[src/rtl/mult_booth_seq_pkg.sv]
// Shared definitions for the sequential Booth multiplier: default width, FSM states, counter width.
package mult_booth_seq_pkg;

    localparam int unsigned DW    = 9;
    localparam int unsigned CNT_W = $clog2(DW + 2);

    typedef enum logic [1:0] {IDLE, RUN, DONE} mult_state_t;

endpackage

[src/rtl/mult_booth_step.sv]
// One radix-2 Booth step: conditional add/subtract of M into A, then arithmetic right shift of {A,Q,q_1}.
module mult_booth_step #(
    parameter int unsigned DW = 9
) (
    input  logic [DW+1:0] a_i,
    input  logic [DW:0]   q_i,
    input  logic          q1_i,
    input  logic [DW:0]   m_i,
    output logic [DW+1:0] a_o,
    output logic [DW:0]   q_o,
    output logic          q1_o
);

    logic [DW+1:0] m_ext;
    logic [DW+1:0] sum;

    always_comb begin
        m_ext = {m_i[DW], m_i};
        case ({q_i[0], q1_i})
            2'b01:   sum = a_i + m_ext;
            2'b10:   sum = a_i - m_ext;
            default: sum = a_i;
        endcase
        a_o  = {sum[DW+1], sum[DW+1:1]};
        q_o  = {sum[0], q_i[DW:1]};
        q1_o = q_i[0];
    end

endmodule

[src/rtl/mult_booth_seq.sv]
// Sequential radix-2 Booth multiplier, DW+1 steps per product.
// Define MULT_SIGNED_EN to honour signed_mode; otherwise operands are always zero-extended.
module mult_booth_seq #(
    parameter int unsigned DW = mult_booth_seq_pkg::DW
) (
    input  logic            clk,
    input  logic            rst,
    input  logic            start,
    input  logic            signed_mode,
    input  logic [DW-1:0]   multiplicand,
    input  logic [DW-1:0]   multiplier,
    output logic            busy,
    output logic            ready,
    output logic [2*DW-1:0] product
);

    import mult_booth_seq_pkg::*;

    localparam int unsigned CW = $clog2(DW + 2);

    mult_state_t     state_q, state_d;
    logic [DW+1:0]   a_q, a_d;
    logic [DW:0]     q_q, q_d;
    logic            q1_q, q1_d;
    logic [DW:0]     m_q, m_d;
    logic [CW-1:0]   cnt_q, cnt_d;
    logic [2*DW-1:0] prod_q, prod_d;

    logic [DW+1:0]   step_a;
    logic [DW:0]     step_q;
    logic            step_q1;
    logic            sx_en;

`ifdef MULT_SIGNED_EN
    assign sx_en = signed_mode;
`else
    // Port kept for drop-in compatibility; forced to unsigned extension.
    assign sx_en = signed_mode & 1'b0;
`endif

    mult_booth_step #(.DW(DW)) u_step (
        .a_i  (a_q),
        .q_i  (q_q),
        .q1_i (q1_q),
        .m_i  (m_q),
        .a_o  (step_a),
        .q_o  (step_q),
        .q1_o (step_q1)
    );

    always_comb begin
        state_d = state_q;
        a_d     = a_q;
        q_d     = q_q;
        q1_d    = q1_q;
        m_d     = m_q;
        cnt_d   = cnt_q;
        prod_d  = prod_q;
        case (state_q)
            IDLE, DONE: begin
                if (state_q == DONE) state_d = IDLE;
                if (start) begin
                    a_d     = '0;
                    q_d     = {sx_en & multiplier[DW-1], multiplier};
                    q1_d    = 1'b0;
                    m_d     = {sx_en & multiplicand[DW-1], multiplicand};
                    cnt_d   = '0;
                    state_d = RUN;
                end
            end
            RUN: begin
                a_d   = step_a;
                q_d   = step_q;
                q1_d  = step_q1;
                cnt_d = cnt_q + 1'b1;
                if (cnt_q == CW'(DW)) begin
                    prod_d  = {step_a[DW-2:0], step_q};
                    state_d = DONE;
                end
            end
            default: state_d = IDLE;
        endcase
    end

    always_ff @(posedge clk) begin
        if (rst) begin
            state_q <= IDLE;
            a_q     <= '0;
            q_q     <= '0;
            q1_q    <= 1'b0;
            m_q     <= '0;
            cnt_q   <= '0;
            prod_q  <= '0;
        end else begin
            state_q <= state_d;
            a_q     <= a_d;
            q_q     <= q_d;
            q1_q    <= q1_d;
            m_q     <= m_d;
            cnt_q   <= cnt_d;
            prod_q  <= prod_d;
        end
    end

    assign busy    = (state_q == RUN);
    assign ready   = (state_q == DONE);
    assign product = prod_q;

endmodule

[config.mk]
export PLATFORM = sky130hd
export DESIGN_NAME = mult_booth_seq
export DESIGN_NICKNAME = d
export VERILOG_FILES = /design/src/rtl/mult_booth_seq_pkg.sv /design/src/rtl/mult_booth_step.sv /design/src/rtl/mult_booth_seq.sv
export SDC_FILE = /design/constraint.sdc
export NUM_CORES = 1
export LEC_CHECK = 0
export ABC_AREA = 1
export CAP_MARGIN = 15
export CORE_MARGIN = 1.5
export CORE_UTILIZATION = 30
export CTS_CLUSTER_DIAMETER = 120
export DETAILED_ROUTE_END_ITERATION = 8
export DONT_BUFFER_PORTS = 1
export PLACE_DENSITY_LB_ADDON = 0.25
export SETUP_SLACK_MARGIN = 0.2
export SLEW_MARGIN = 20
export SYNTH_ARGS = -nofsm -noshare
export SYNTH_HDL_FRONTEND = slang
export SYNTH_HIERARCHICAL = 1
export SYNTH_SLANG_ARGS = --single-unit
[constraint.sdc]
create_clock -name clk -period 2.92 [get_ports clk]
set_clock_uncertainty 0.05 [all_clocks]
set_input_delay 0.438 -clock clk [delete_from_list [all_inputs] [get_ports clk]]
set_output_delay 0.438 -clock clk [all_outputs]
set_load 0.01 [all_outputs]
Yosys cells after proc, flatten, opt, wreduce, memory -nomap -nowiden
Cells that the tools add are included.
{"block": "classes", "addsub": 3, "n_eq_ne": 8, "mux": 13, "n_reduce_logical": 7}
{"operator": "$pmux W11 S2", "count": 2}
{"operator": "$pmux W10 S2", "count": 1}
{"operator": "$add A11 B9 Y11", "count": 1}
{"operator": "$mux W11", "count": 1}
{"operator": "$sub A11 B9 Y11", "count": 1}
{"operator": "$mux W10", "count": 1}
{"operator": "$pmux W4 S2", "count": 1}
{"operator": "$reduce_and A2 Y1", "count": 4}
{"operator": "$mux W2", "count": 3}
{"operator": "$add A4 B1 Y4 const B", "count": 1}
{"operator": "$eq A2 B1 Y1 const B", "count": 2}
{"operator": "$eq A2 B2 Y1 const B", "count": 2}
{"operator": "$eq A4 B4 Y1 const B", "count": 1}
{"operator": "$mux W4", "count": 1}
{"operator": "$pmux W2 S2", "count": 1}
{"operator": "$ne A3 B3 Y1 const B", "count": 1}
{"operator": "$logic_not A2 Y1", "count": 1}
{"operator": "$ne A2 B1 Y1 const B", "count": 1}
{"operator": "$ne A2 B2 Y1 const B", "count": 1}
{"operator": "$pmux W1 S2", "count": 1}
{"operator": "$reduce_bool A2 Y1", "count": 1}
{"operator": "$reduce_or A2 Y1", "count": 1}
{"operator": "$mux W1", "count": 1}
{"block": "totals", "ff_bits": 55, "inputBits": 22, "out_inout_bits": 20, "word_cells": 38}

Logic depth before layout (Yosys ltp)
{"block": "logic_depth", "word_depth": 4, "ltp_mapped": 21, "depth_no_buf": 19}

Cells and area by module
Netlist, hierarchy kept.
{"module": "mult_booth_seq", "instances": 1, "cells_each": 293, "area_each_um2": 2257.2, "seq_area_each_um2": 1101.1}
{"module": "mult_booth_step", "instances": 1, "cells_each": 191, "area_each_um2": 1028.5, "seq_area_each_um2": 0.0}

Least setup slack after synthesis
Ideal clock, no wire load.
{"block": "synth_path", "path_kind": "register to register", "startpoint": "reg m_q[0]", "endpoint": "reg a_q[10]", "setup_ns": 0.132, "arrival_ns": 2.262, "required_ns": 2.738, "slack_ns": 0.476, "stages_incl_launch_ff": 21, "n_path_buf": 1, "synth_period_minus_slack_ns": 2.444, "cell_sequence": "dfxtp_1 inv_1 ha_1 nand2_1 nor3_1 inv_1 o21ai_2 xor2_1 inv_1 ha_1 nand2_1 a21oi_1 nor2_1 nand3_1 nand2_2 nand3_2 nand2_1 nand2_1 buf_4 nand2_1 a21oi_1"}
{"block": "synth_between", "elab_chain_len": 3, "word_cells_on_any_way": 4, "classes_between": "add/sub: 2; mux: 2"}
{"item": "start, declared", "line": "mult_booth_seq.sv:25", "rtl": "logic [DW:0] m_q, m_d;"}
{"item": "start signal, assigned", "line": "mult_booth_seq.sv:99", "rtl": "m_q <= m_d;"}
{"item": "$sub A11 B9 Y11 or $add A11 B9 Y11 (tied branches)", "line": "mult_booth_step.sv:21, mult_booth_step.sv:20"}
{"item": "$pmux W11 S2 *", "line": "mult_booth_step.sv:19", "rtl": "case ({q_i[0], q1_i})"}
{"item": "net step_a[9]", "line": "mult_booth_seq.sv:29", "rtl": "logic [DW+1:0] step_a;"}
{"item": "$pmux W11 S2 *", "line": "mult_booth_seq.sv:59", "rtl": "case (state_q)"}
{"item": "end signal, assigned", "line": "mult_booth_seq.sv:88", "rtl": "a_q <= '0;"}
{"item": "end signal, assigned", "line": "mult_booth_seq.sv:96", "rtl": "a_q <= a_d;"}
{"item": "end, declared", "line": "mult_booth_seq.sv:22", "rtl": "logic [DW+1:0] a_q, a_d;"}
The timed path passes the listed nets; every way through them passes the cells marked *.
A chain may end at the register's enable or synchronous reset.

Worst setup path after layout
{"block": "layout_path", "startpoint": "reg m_q[0]", "endpoint": "reg a_q[9]"}
Same word-level chain as after synthesis.

==> qor.yml <==
status:
  status: "complete, no violations"
clocking:
  postCtsHoldBufs: 0
  numCtsBuffers: 5
  path_clk_slew_ns: 0.10
  clockBufferDepth: 2
  clock_sink_count: 55
  cts_tree: "yes"
  htree_levels: 2
  clockRootBuffer: "clkbuf_8"
  clkLatencyLatePin_ns: 0.32
sta:
  final.setup.tns_ns: 0
  rsz0062_at_grt: "no"
  finalCriticalPeriod_ns: 2.531
  timing.fmax_mhz: 395.0
  relSlewSlack_pct: 52.95
  worst_pin_slew_ns: 0.7032
  slew_viol_final: 0
  whs_ns: 0.1177
  fin_crit_sh_pct: 86.69
  setup_violations: 0
  hold_viol: 0
synth:
  synth_seq_cells: 55
  yosys.area.top_type: "dfxtp_1"
  async_flop_share_pct: 0
  ys_types: 33
  synth_top_area_share_pct: 33.51
  synth-seq-area-share_pct: 33.51
  syn-cell-area_mm2: 0.003286
  yosysMostFrequentCell: "nand2_1"
  synth-main-ff-cell: "dfxtp_1"
  synth_edf_count: 0
  synth.area.top_cells: "dfxtp_1, nand3_1, nand2_1"
  ys_warn_count: 6
  synth.avg_cell_area_um2: 6.789
  synth_commonest_cells: "nand2_1, nand3_1, dfxtp_1, inv_1, nor2_1"
  synth_cells: 484
pwr:
  p_seq_share_pct: 47.4
  p_comb_share_pct: 26.9
  power_switching_w: 0.0005821
  vdd_ir_drop_max_uv: 253.1
  p_int_w: 0.001107
  finalPower_w: 0.001689
  clkPwrFrac_pct: 25.7
  power_density_mw_per_mm2: 490.1
  p_leak_nw: 1.526
  sw_frac_of_total_pct: 34.46
detailed_routing:
  viasPerCell: 4.795
  final_antenna_net_count: 0
  first_pass_iters: 4
  drc: 0
  routed_wl_mm: 7.989
  wl_per_cell_um: 13.20
  routed-via-count: 2901
  drt_iter0_drc: 134
die:
  start_util_pct: 30.58
  fp.coreArea_mm2: 0.01075
  ios: 42
  die_x_um: 107.7
  rows: 38
  fp.dieH_um: 107.7
  dieArea_mm2: 0.01159
hold_path:
  min_to: "a_q[10]"
  hp-class: "primary input to flip-flop"
  holdCritStartpoint: "rst"
  holdPathStages: 1
setup_path:
  worst_setup_path_end_kind: "flip-flop"
  worst_ep_required_time_ns: 3.13
  r2r_slack_ns: 0.39
  timing.rr.end: "a_q[9]"
  rr_startpoint: "m_q[0]"
  cp-startpoint: "m_q[0]"
  cp_max_fo: 4
  reg2regPathDepth: 19
  cp.arrival_ns: 2.74
  critPathKind: "flip-flop to flip-flop"
  startpoint_type: "flip-flop"
layout:
  drive_gt1_share_pct: 10.54
  synthToLayoutAreaGrowth_pct: 4.913
  n_antenna_cell: 0
  stdcell_count: 605
  final_nets: 501
placed_design:
  dp_hpwl_mm: 5.521
  io_buffers: 0
  place.gp.congestion: 0.8114
  place_inst: 595
global_routing:
  antenna_found_initial: 0
  grt_pass1_wl_mm: 13.37
  grt_max_degree: 36
  gr-total-overflow: 0
  grt_usage_pct: 14.44
  grt_pass1_vias: 2751
flow_run:
  maxCapViolations: 0
-- kinds of logic after synthesis --
family,Yosys count,share of synthesized area (%)
simple gates,257,35.38
other cells,1,0.1141
flops,55,33.51
buf+inv,85,12.72
fa+ha+maj,15,5.941
xor+xnor,8,2.133
compound gates,63,10.21
-- layer usage --
layer  global-route usage (%)  vias to the layer above  wire, um
li1                         -                     1507         -
met1                    18.96                     1348      3845
met2                    24.16                       39      3775
met3                    2.906                        7       286
met4                    3.665                        0        82
met5                        0                        -         0
-- how the worst max path moves through the flow --
stage | end | slack [ns] | depth (start not counted)
after floorplan | a_q[10] | 0.48 | 20
after global placement | a_q[6] | 0.27 | 13
after detailed placement | a_q[6] | 0.24 | 13
after CTS | a_q[6] | 0.23 | 13
after global routing | a_q[9] | 0.16 | 19
final | a_q[9] | 0.39 | 19
-- sequential cells by signal, summed over array words and instances (netlist names) --
| name | cells |
|---|---|
| product | 18 |
| a_q | 11 |
| q1_q | 1 |
| q_q | 10 |
| cnt_q | 4 |
| state_q | 2 |
| m_q | 9 |
-- critical path, cell delays in order (launching register included) --
cell and delay (ns):
dfxtp_4 0.37, inv_1 0.08, ha_2 0.18, nand2_2 0.08, nor3_2 0.10, inv_1 0.08, o21ai_2 0.12, xor2_1 0.16
inv_1 0.09, ha_4 0.23, nand2_2 0.11, a21oi_2 0.05, nor2_1 0.16, buf_4 0.14, nand3_2 0.09, nand3_2 0.06
nand2_1 0.05, nand2_1 0.08, nand2_1 0.05, a21oi_1 0.14
-- repair_timing --
action / 4_1_cts / 5_1_grt
setup buffers: 0 / 2
setup endpoints to repair: 0 / 13
resized for setup: 0 / 18
-- layout by cell type (no fill, tap or decap), types with 2 or more instances in the layout --
cell and count:
a21o_1 2, a21oi_1 30, a21oi_2 3, buf_4 6, clkbuf_8 5, conb_1 3, dfxtp_1 54, ha_1 9
ha_2 2, ha_4 3, inv_1 44, inv_2 6, nand2_1 103, nand2_2 8, nand3_1 91, nand3_2 3
nand4_1 3, nor2_1 41, nor2_2 2, nor2_4 2, o21ai_0 19, o21ai_1 3, o21ai_2 2, xor2_1 8
-- power by group through the flow --
stage | Clock (W) | Sequential (W) | Combinational [W]
global placement | 0 | 0.000818 | 0.000416
global route | 0.000477 | 0.000806 | 0.000519
CTS | 0.000449 | 0.000801 | 0.000421
floorplan | 0 | 0.000811 | 0.000360
detailed placement | 0 | 0.000818 | 0.000418
finish | 0.000434 | 0.000802 | 0.000454
-- through the flow --
| step | instance area [um^2] | utilization (%) | setup WS [ns] |
|---|---|---|---|
| 2_1_floorplan | 3293 | - | 0.4760 |
| 3_3_place_gp | 3268 | 30.41 | 0.2750 |
| 3_5_place_dp | 3268 | 30.41 | 0.2431 |
| 4_1_cts | 3353 | 31.21 | 0.2293 |
| 5_1_grt | 3447 | 32.08 | 0.1568 |
| 6_report | 3447 | 32.08 | 0.3887 |
-- layout make-up --
cell class                 instances  area, um^2
fill                            1222        7298
multi-input combinational        346        1849
sequential                        55        1105
inverter                          50       187.7
tap                              140       175.2
clock buffer                       6       72.57
timing repair buffer               6       45.04
clock inverter                     2       12.51
No activity file was read; power rests on OpenSTA's default activity.
